## src/rtl/udp_box_sched.sv

```systemverilog
`default_nettype none
// ============================================================================
// Module      : udp_box_sched
// Description : Double-buffered box-descriptor scheduler. Packed 48-bit
//               descriptors {start_x[10:0], start_y[9:0], end_x[10:0],
//               end_y[9:0], color[5:0]} arrive from the UDP deframer and are
//               written into one bank while the other bank is replayed to
//               the overlay drawer once per video frame. A complete packet
//               only becomes visible at the next frame start, so the overlay
//               never shows a half-updated list.
//
// Ports       : clk, rst          clock, synchronous active-high reset
//               i_vsync           frame sync level, rising edge = frame start
//               i_valid/i_data/i_last/o_ready   descriptor input handshake
//               o_valid/o_data/o_idx/o_last/i_ready   replay output handshake
//               o_count           entries in the replay bank
//               o_overflow        sticky: descriptors dropped in current packet
//
// Options     : UDP_BOX_FILTER_EN - when defined, descriptors with an
//               inverted box or a start point outside 1280x720 are dropped.
//
// Revision    : 1.0 - initial release
// ============================================================================
module udp_box_sched #(
    parameter int MAX_BOX = 16,
    parameter int IDXW    = $clog2(MAX_BOX)
) (
    input  logic            clk,
    input  logic            rst,
    input  logic            i_vsync,
    input  logic            i_valid,
    input  logic [47:0]     i_data,
    input  logic            i_last,
    output logic            o_ready,
    output logic            o_valid,
    output logic [47:0]     o_data,
    output logic [IDXW-1:0] o_idx,
    output logic            o_last,
    input  logic            i_ready,
    output logic [IDXW:0]   o_count,
    output logic            o_overflow
);

    localparam int              C_CNTW = IDXW + 1;
    localparam logic [IDXW:0]   C_FULL = C_CNTW'(MAX_BOX);
    localparam logic [IDXW:0]   C_ONE  = C_CNTW'(1);

    typedef enum logic [0:0] {
        S_IDLE = 1'b0,
        S_PLAY = 1'b1
    } state_t;

    // Two banks of MAX_BOX entries; the MSB of the address selects the bank.
    logic [47:0]     mem_q [0:2*MAX_BOX-1];

    logic            vsync_q;
    logic            pend_q;
    logic            rd_bank_q;
    logic            ovf_q;
    logic [IDXW:0]   wr_cnt_q;
    logic [IDXW:0]   pend_cnt_q;
    logic [IDXW:0]   count_q;
    logic [IDXW-1:0] idx_q, idx_d;
    state_t          state_q, state_d;
    logic [47:0]     data_q;

    logic            w_fs;
    logic            w_swap;
    logic            w_acc;
    logic            w_keep;
    logic            w_full;
    logic            w_wr;
    logic [IDXW:0]   w_wr_cnt_next;
    logic [IDXW:0]   w_new_count;
    logic            w_new_rd_bank;
    logic            w_xfer;
    logic [IDXW:0]   w_waddr;
    logic [IDXW:0]   w_raddr;

    assign w_fs   = i_vsync & ~vsync_q;
    // The swap cycle blocks input so the write bank is quiet while it flips.
    assign w_swap = w_fs & pend_q;

    assign o_ready = ~rst & ~w_swap;
    assign w_acc   = i_valid & o_ready;

`ifdef UDP_BOX_FILTER_EN
    logic [10:0] w_sx, w_ex;
    logic [9:0]  w_sy, w_ey;
    assign w_sx   = i_data[47:37];
    assign w_sy   = i_data[36:27];
    assign w_ex   = i_data[26:16];
    assign w_ey   = i_data[15:6];
    assign w_keep = ~((w_ex < w_sx) | (w_ey < w_sy) |
                      (w_sx >= 11'd1280) | (w_sy >= 10'd720));
`else
    assign w_keep = 1'b1;
`endif

    assign w_full        = (wr_cnt_q == C_FULL);
    assign w_wr          = w_acc & w_keep & ~w_full;
    assign w_wr_cnt_next = w_wr ? (wr_cnt_q + C_ONE) : wr_cnt_q;

    // List that replays from this frame start on, after any commit.
    assign w_new_count   = w_swap ? pend_cnt_q : count_q;
    assign w_new_rd_bank = rd_bank_q ^ w_swap;

    assign w_waddr = {~rd_bank_q, wr_cnt_q[IDXW-1:0]};
    assign w_raddr = {w_new_rd_bank, idx_d};

    // ------------------------------------------------------------------
    // Write side and commit
    // ------------------------------------------------------------------
    always_ff @(posedge clk) begin
        if (rst) begin
            vsync_q    <= 1'b0;
            pend_q     <= 1'b0;
            rd_bank_q  <= 1'b0;
            ovf_q      <= 1'b0;
            wr_cnt_q   <= '0;
            pend_cnt_q <= '0;
            count_q    <= '0;
        end else begin
            vsync_q <= i_vsync;

            // w_acc and w_swap are mutually exclusive by construction.
            if (w_acc && i_last) begin
                pend_q     <= 1'b1;
                pend_cnt_q <= w_wr_cnt_next;
                wr_cnt_q   <= '0;
            end else begin
                wr_cnt_q   <= w_wr_cnt_next;
            end

            if (w_acc && w_keep && w_full) begin
                ovf_q <= 1'b1;
            end

            if (w_swap) begin
                rd_bank_q <= ~rd_bank_q;
                count_q   <= pend_cnt_q;
                pend_q    <= 1'b0;
                ovf_q     <= 1'b0;
            end
        end
    end

    // Descriptor storage carries no reset; emptiness is tracked by counts.
    always_ff @(posedge clk) begin
        if (w_wr) begin
            mem_q[w_waddr] <= i_data;
        end
    end

    // ------------------------------------------------------------------
    // Replay FSM
    // ------------------------------------------------------------------
    assign w_xfer = (state_q == S_PLAY) & i_ready;
    assign o_last = (state_q == S_PLAY) & ({1'b0, idx_q} == (count_q - C_ONE));

    always_comb begin
        state_d = state_q;
        idx_d   = idx_q;
        if (w_fs) begin
            // Frame start wins over a concurrent transfer: restart at 0.
            idx_d   = '0;
            state_d = (w_new_count != '0) ? S_PLAY : S_IDLE;
        end else if (w_xfer) begin
            if (o_last) begin
                idx_d   = '0;
                state_d = S_IDLE;
            end else begin
                idx_d   = idx_q + 1'b1;
            end
        end
    end

    always_ff @(posedge clk) begin
        if (rst) begin
            state_q <= S_IDLE;
            idx_q   <= '0;
        end else begin
            state_q <= state_d;
            idx_q   <= idx_d;
        end
    end

    // Registered bank read addressed by the next index, so data lines up
    // with o_idx. The replay bank is never written, so a stall holds it.
    always_ff @(posedge clk) begin
        data_q <= mem_q[w_raddr];
    end

    assign o_valid    = (state_q == S_PLAY);
    assign o_data     = data_q;
    assign o_idx      = idx_q;
    assign o_count    = count_q;
    assign o_overflow = ovf_q;

endmodule
`default_nettype wire

```

## config.mk

```make
export PLATFORM = sky130hd
export DESIGN_NAME = udp_box_sched
export DESIGN_NICKNAME = d
export VERILOG_FILES = /design/src/rtl/udp_box_sched.sv
export SDC_FILE = /design/constraint.sdc
export NUM_CORES = 2
export LEC_CHECK = 0
export CORE_MARGIN = 4
export CORE_UTILIZATION = 45
export CTS_BUF_LIST = sky130_fd_sc_hd__clkbuf_8
export CTS_CLUSTER_SIZE = 16
export DETAILED_ROUTE_END_ITERATION = 7
export GPL_ROUTABILITY_DRIVEN = 0
export PLACE_DENSITY = 0.69
export SKIP_CTS_REPAIR_TIMING = 1
export SLEW_MARGIN = 20
export SYNTH_ARGS = -nofsm -noshare
export SYNTH_HDL_FRONTEND = slang
export SYNTH_SLANG_ARGS = --single-unit
```

## constraint.sdc

```tcl
create_clock -name clk -period 5.32 [get_ports clk]
set_clock_uncertainty 0.1 [all_clocks]
set_input_delay 0.798 -clock clk [delete_from_list [all_inputs] [get_ports clk]]
set_output_delay 0.798 -clock clk [all_outputs]
set_load 0.05 [all_outputs]
```

# Word-level counts from Yosys, hierarchy flattened
# Memories as Yosys holds them, arrays and structs flattened. A register that Yosys moved wholly into a read port is not among the register bits.
# Index checks and enable logic that the tools add are counted.
dict set report totals {
  mem_bits_rw 1536
  register_bits 24
  memories 1
  elab_cells 47
  out_inout_bits 61
}
dict set report op_classes {
  muxes 11
  add_sub_neg 3
  eq_ne 2
  n_bitwise 13
  n_reduce_logical 8
}
# memory words word_bits read_ports rd_clocked_by_memory_dff wr line_no
set mem_list {}
lappend mem_list {mem_q 32 48 1 1 1 54} ;# logic [47:0] mem_q [0:2*MAX_BOX-1];
# operator count
set ops {}
lappend ops {{$mux 4} 3}
lappend ops {{$mux 5} 2}
lappend ops {{$and 1x1->1} 7}
lappend ops {{$mux 1} 6}
lappend ops {{$add 5x1->5 const B} 1}
lappend ops {{$eq 4x5->1} 1}
lappend ops {{$eq 5x5->1 const B} 1}
lappend ops {{$not 1->1} 5}
lappend ops {{$reduce_bool 5->1} 1}
lappend ops {{$sub 5x1->5 const B} 1}
lappend ops {{$add 4x1->4 const B} 1}
lappend ops {{$reduce_bool 2->1} 2}
lappend ops {{$reduce_or 2->1} 2}
lappend ops {{$logic_and 1x1->1} 2}
lappend ops {{$reduce_and 2->1} 1}
lappend ops {{$xor 1x1->1} 1}

# Longest topological paths before layout
dict set report depth {
  depth_word 9
  mapped_depth 13
}

# Worst setup path before layout
# No wires, ideal clock.
dict set report synth_timing {
  kind {input-to-reg}
  from {input i_vsync}
  to {memory mem_q[15][0], enable pin}
  n_path_buf 1
  stages 6
  t_required_ps 4766
  setup_time_ps 454
  path_slack_ps 66
  arrival_ps 4700
  cell_sequence {nor2b_1 > a21oi_1 > and3_1 > clkbuf_1 > nand2_1 > nor2_1}
}
dict set report synth_between {
  elab_chain_len 8
}
# item line_no
set synth_rtl {}
lappend synth_rtl {{start: declaration} 30} ;# input logic i_vsync,
lappend synth_rtl {{$and 1x1->1} 80} ;# assign w_fs = i_vsync & ~vsync_q;
lappend synth_rtl {{$and 1x1->1} 82} ;# assign w_swap = w_fs & pend_q;
lappend synth_rtl {{$not 1->1} 84} ;# assign o_ready = ~rst & ~w_swap;
lappend synth_rtl {{$and 1x1->1} 84}
lappend synth_rtl {{named net o_ready} 34} ;# output logic o_ready,
lappend synth_rtl {{$and 1x1->1} 85} ;# assign w_acc = i_valid & o_ready;
lappend synth_rtl {{$and 1x1->1} 101} ;# assign w_wr = w_acc & w_keep & ~w_full;
lappend synth_rtl {{$mux 1} 150} ;# if (w_wr) begin
lappend synth_rtl {{$mux 1 (not written as such)} 151} ;# mem_q[w_waddr] <= i_data;
lappend synth_rtl {{end: declaration} 54}
# The timed path passes the listed nets, and every way through them passes these cells.

# Final worst setup path
dict set report layout_timing {
  from {register idx_q[1], in the netlist o_idx[1]}
  to {output o_last}
}
dict set report layout_between {
  elab_chain_len 2
}
# item line_no
set layout_rtl {}
lappend layout_rtl {{start: declaration} 63} ;# logic [IDXW-1:0] idx_q, idx_d;
lappend layout_rtl {{start signal: assignment} 184} ;# idx_q <= idx_d;
lappend layout_rtl {{$eq 4x5->1} 159} ;# assign o_last = (state_q == S_PLAY) & ({1'b0, idx_q} == (count_q - C_ONE));
lappend layout_rtl {{$and 1x1->1} 159}
lappend layout_rtl {{end: declaration} 38} ;# output logic o_last,
# Every way passes these cells.

==> flow_metrics.tcl <==
set metrics [dict create \
    die_area_um2 146500 \
    synth.avg_cell_area_um2 14.90 \
    path_cells "xnor2_1 -> nor2_1 -> o311a_4 -> and2_1 -> clkdlybuf4s50_1" \
    reg2reg_depth 9 \
    critPathArrivalTime_ns 3.65 \
    synth.top_cell.area_share 0.7300 \
    vias_per_cell 6.341 \
    postRouteWirelength_um 189000 \
    cp_top_family "flip-flops" \
    critical_path_required_ns 4.42 \
    netlist_instances 4240 \
    fin_nets 4492 \
    grt_pass1_wl_um 274100 \
    grt_max_degree 176 \
    hold_path_startpoint "i_data[18]" \
    post_synth_most_frequent_cells "edfxtp_1 (1536), nand2_1 (520), a21oi_1 (320)" \
    place_ws_ns 0.7373 \
    core_um2 139500 \
    die_w_um 382.7 \
    drt_iter0_drc 5539 \
    setup_tns_ns 0 \
    synth-edff-count 1536 \
    rows 137 \
    placed_area_um2 67480 \
    max_freq_ghz 0.2201 \
    p_per_area_nw_per_um2 341.6 \
    final_hold_viol_count 0 \
    insertion_delay_ns 0.97 \
    crit_cells 5 \
    io_buffer_count 114 \
    end_kind "output port" \
    ys_async_sr_fraction 0 \
    clk_pin_slew_ns 0.06 \
    hp-class "in -> reg" \
    dp_hpwl_um 97300 \
    rr_endpoint "o_data[22]$_DFF_P_" \
    multi_input_area_um2 14670 \
    yosys_warnings 0 \
    hold-path-endpoint "mem_q[18][18]$_DFFE_PP_" \
    grt_pass1_vias 40630 \
    path_class "reg -> out" \
    grt_use_total 0.2530 \
    netlist_area_um2 63180 \
    h-tree-depth 5 \
    ys_ff_latch 1608 \
    worst_slack_ns 0.7758 \
    cp-start-kind "flip-flop" \
    clock_path_buffers 4 \
    finalCritPeriodShare 0.8542 \
    drive_above_1_share 0.1400 \
    slowest_delay_ns 0.81 \
    synth_area_leaders "edfxtp_1 (73%), nand2_1 (3.1%), a21oi_1 (2.5%)" \
    yosysMostFrequentCell "edfxtp_1" \
    fin_crit_ns 4.544 \
    cts-root-buf "clkbuf_8" \
    die_y_um 382.7 \
    antenna_found_initial 14 \
    maxCapViolations 0 \
    finalNonFillerCells 6490 \
    cts_made_buffers 274 \
    overflow 0 \
    crit_slowest_cell "dfxtp_1" \
    r2r-start "o_idx[1]$_SDFF_PP0_" \
    cts_tree "built" \
    hold_slack_ns 0.2601 \
    setup_viol 0 \
    start_util 0.4528 \
    maxSlewHeadroom 0.2273 \
    worstPathBufferInverterCount 1 \
    ys_types 61 \
    p_leak_nw 24.35 \
    postLayoutCellArea_um2 72160 \
    drt_first_pass_iters 6 \
    min_path_cells 1 \
    syn_nets 4300 \
    max_slew.worst_pin.slew_ns 1.155 \
    yosysTopAreaCell "edfxtp_1" \
    finalMaxSlewViolations 0 \
    r2r_setup_slack_ns 1.02 \
    synth_flop_cell "edfxtp_1" \
    drt_drc_violations_left 0 \
    fillers 11440 \
    ff_latch_area_um2 47570 \
    place_inst 6032 \
    rsz0062_at_grt "no" \
    ys_seq_area_frac 0.7528 \
    num_vias 41150 \
    crit_path_max_fanout 13 \
    clock-sinks 1608 \
    syn_to_final_growth_pct 14.20 \
    status "finished clean" \
    wl_per_cell_um 29.12 \
    ant_nets 0 \
    pin_count 115 \
    ir_drop_v 0.0002107 \
]
worst max path at each step:
stage | start | end | slack (ns)
5_1_grt | o_count[0]$_SDFF_PP0_ | o_last | 0.64
2_1_floorplan | i_vsync | mem_q[15][0]$_DFFE_PP_ | 0.07
6_report | o_idx[1]$_SDFF_PP0_ | o_last | 0.78
3_5_place_dp | i_ready | o_data[22]$_DFF_P_ | 0.74
3_3_place_gp | i_ready | o_data[22]$_DFF_P_ | 0.77
4_1_cts | o_count[0]$_SDFF_PP0_ | o_last | 0.72
sequential cells by signal, indices dropped and copies added, names as in the netlist:
name        flops
rd_bank_q       1
wr_cnt_q        5
pend_cnt_q      5
o_count         5
o_idx           4
o_valid         1
vsync_q         1
o_overflow      1
pend_q          1
o_data         48
mem_q        1536
where the power goes:
group          internal, mW  leakage (nW)  switching [mW]
Combinational         0.181          7.09           0.546
Clock                  5.19          2.85            4.76
Sequential             13.9          14.4          0.0418
Total                  19.3          24.4            5.35
metal layers:
| layer | part of all wire | vias to the layer above | track usage |
|---|---|---|---|
| met1 | 0.38 | 20600 | 0.3440 |
| met2 | 0.46 | 2910 | 0.3866 |
| met3 | 0.13 | 500 | 0.07135 |
| met5 | 0.00015 | - | 0 |
| li1 | - | 17130 | - |
| met4 | 0.036 | 6 | 0.1018 |
placed cells by master, fill, tap and decap left out, types with 76 or more instances in the layout:
master,count
edfxtp_1,1536
nand2_1,517
nand3_1,319
a21oi_1,318
clkbuf_8,287
o21ai_0,140
inv_1,115
mux2i_1,114
a22oi_1,113
mux2_2,96
a221o_1,96
clkdlybuf4s50_1,92
buf_4,81
a211oi_1,76
logic make-up after synthesis:
family	Yosys count	synth area share
buffers and inverters	340	0.02252
adders and majority gates	6	0.001188
muxes	210	0.03517
DFF	1608	0.7528
and+or+nand+nor	1028	0.07248
xor gates and xnor gates	12	0.001782
AOI/OAI and AO/OA	1036	0.1141
per-stage QoR:
stage                       util  total power, mW
after floorplan                -            14.52
after global placement    0.4837            14.94
after detailed placement  0.4836            14.96
after CTS                 0.5178            24.79
after global routing      0.5171            25.41
final                     0.5171            24.65
area by class of cell:
class | count | share of cell area
antenna | 7 | 0.0002428
inverter | 4 | 0.0002081
clock buffer | 287 | 0.05474
multi-input combinational | 2292 | 0.2033
timing repair buffer | 252 | 0.03853
clock inverter | 164 | 0.01129
sequential | 1608 | 0.6592
tap | 1876 | 0.03253
Power figures use the tool's default switching activity.
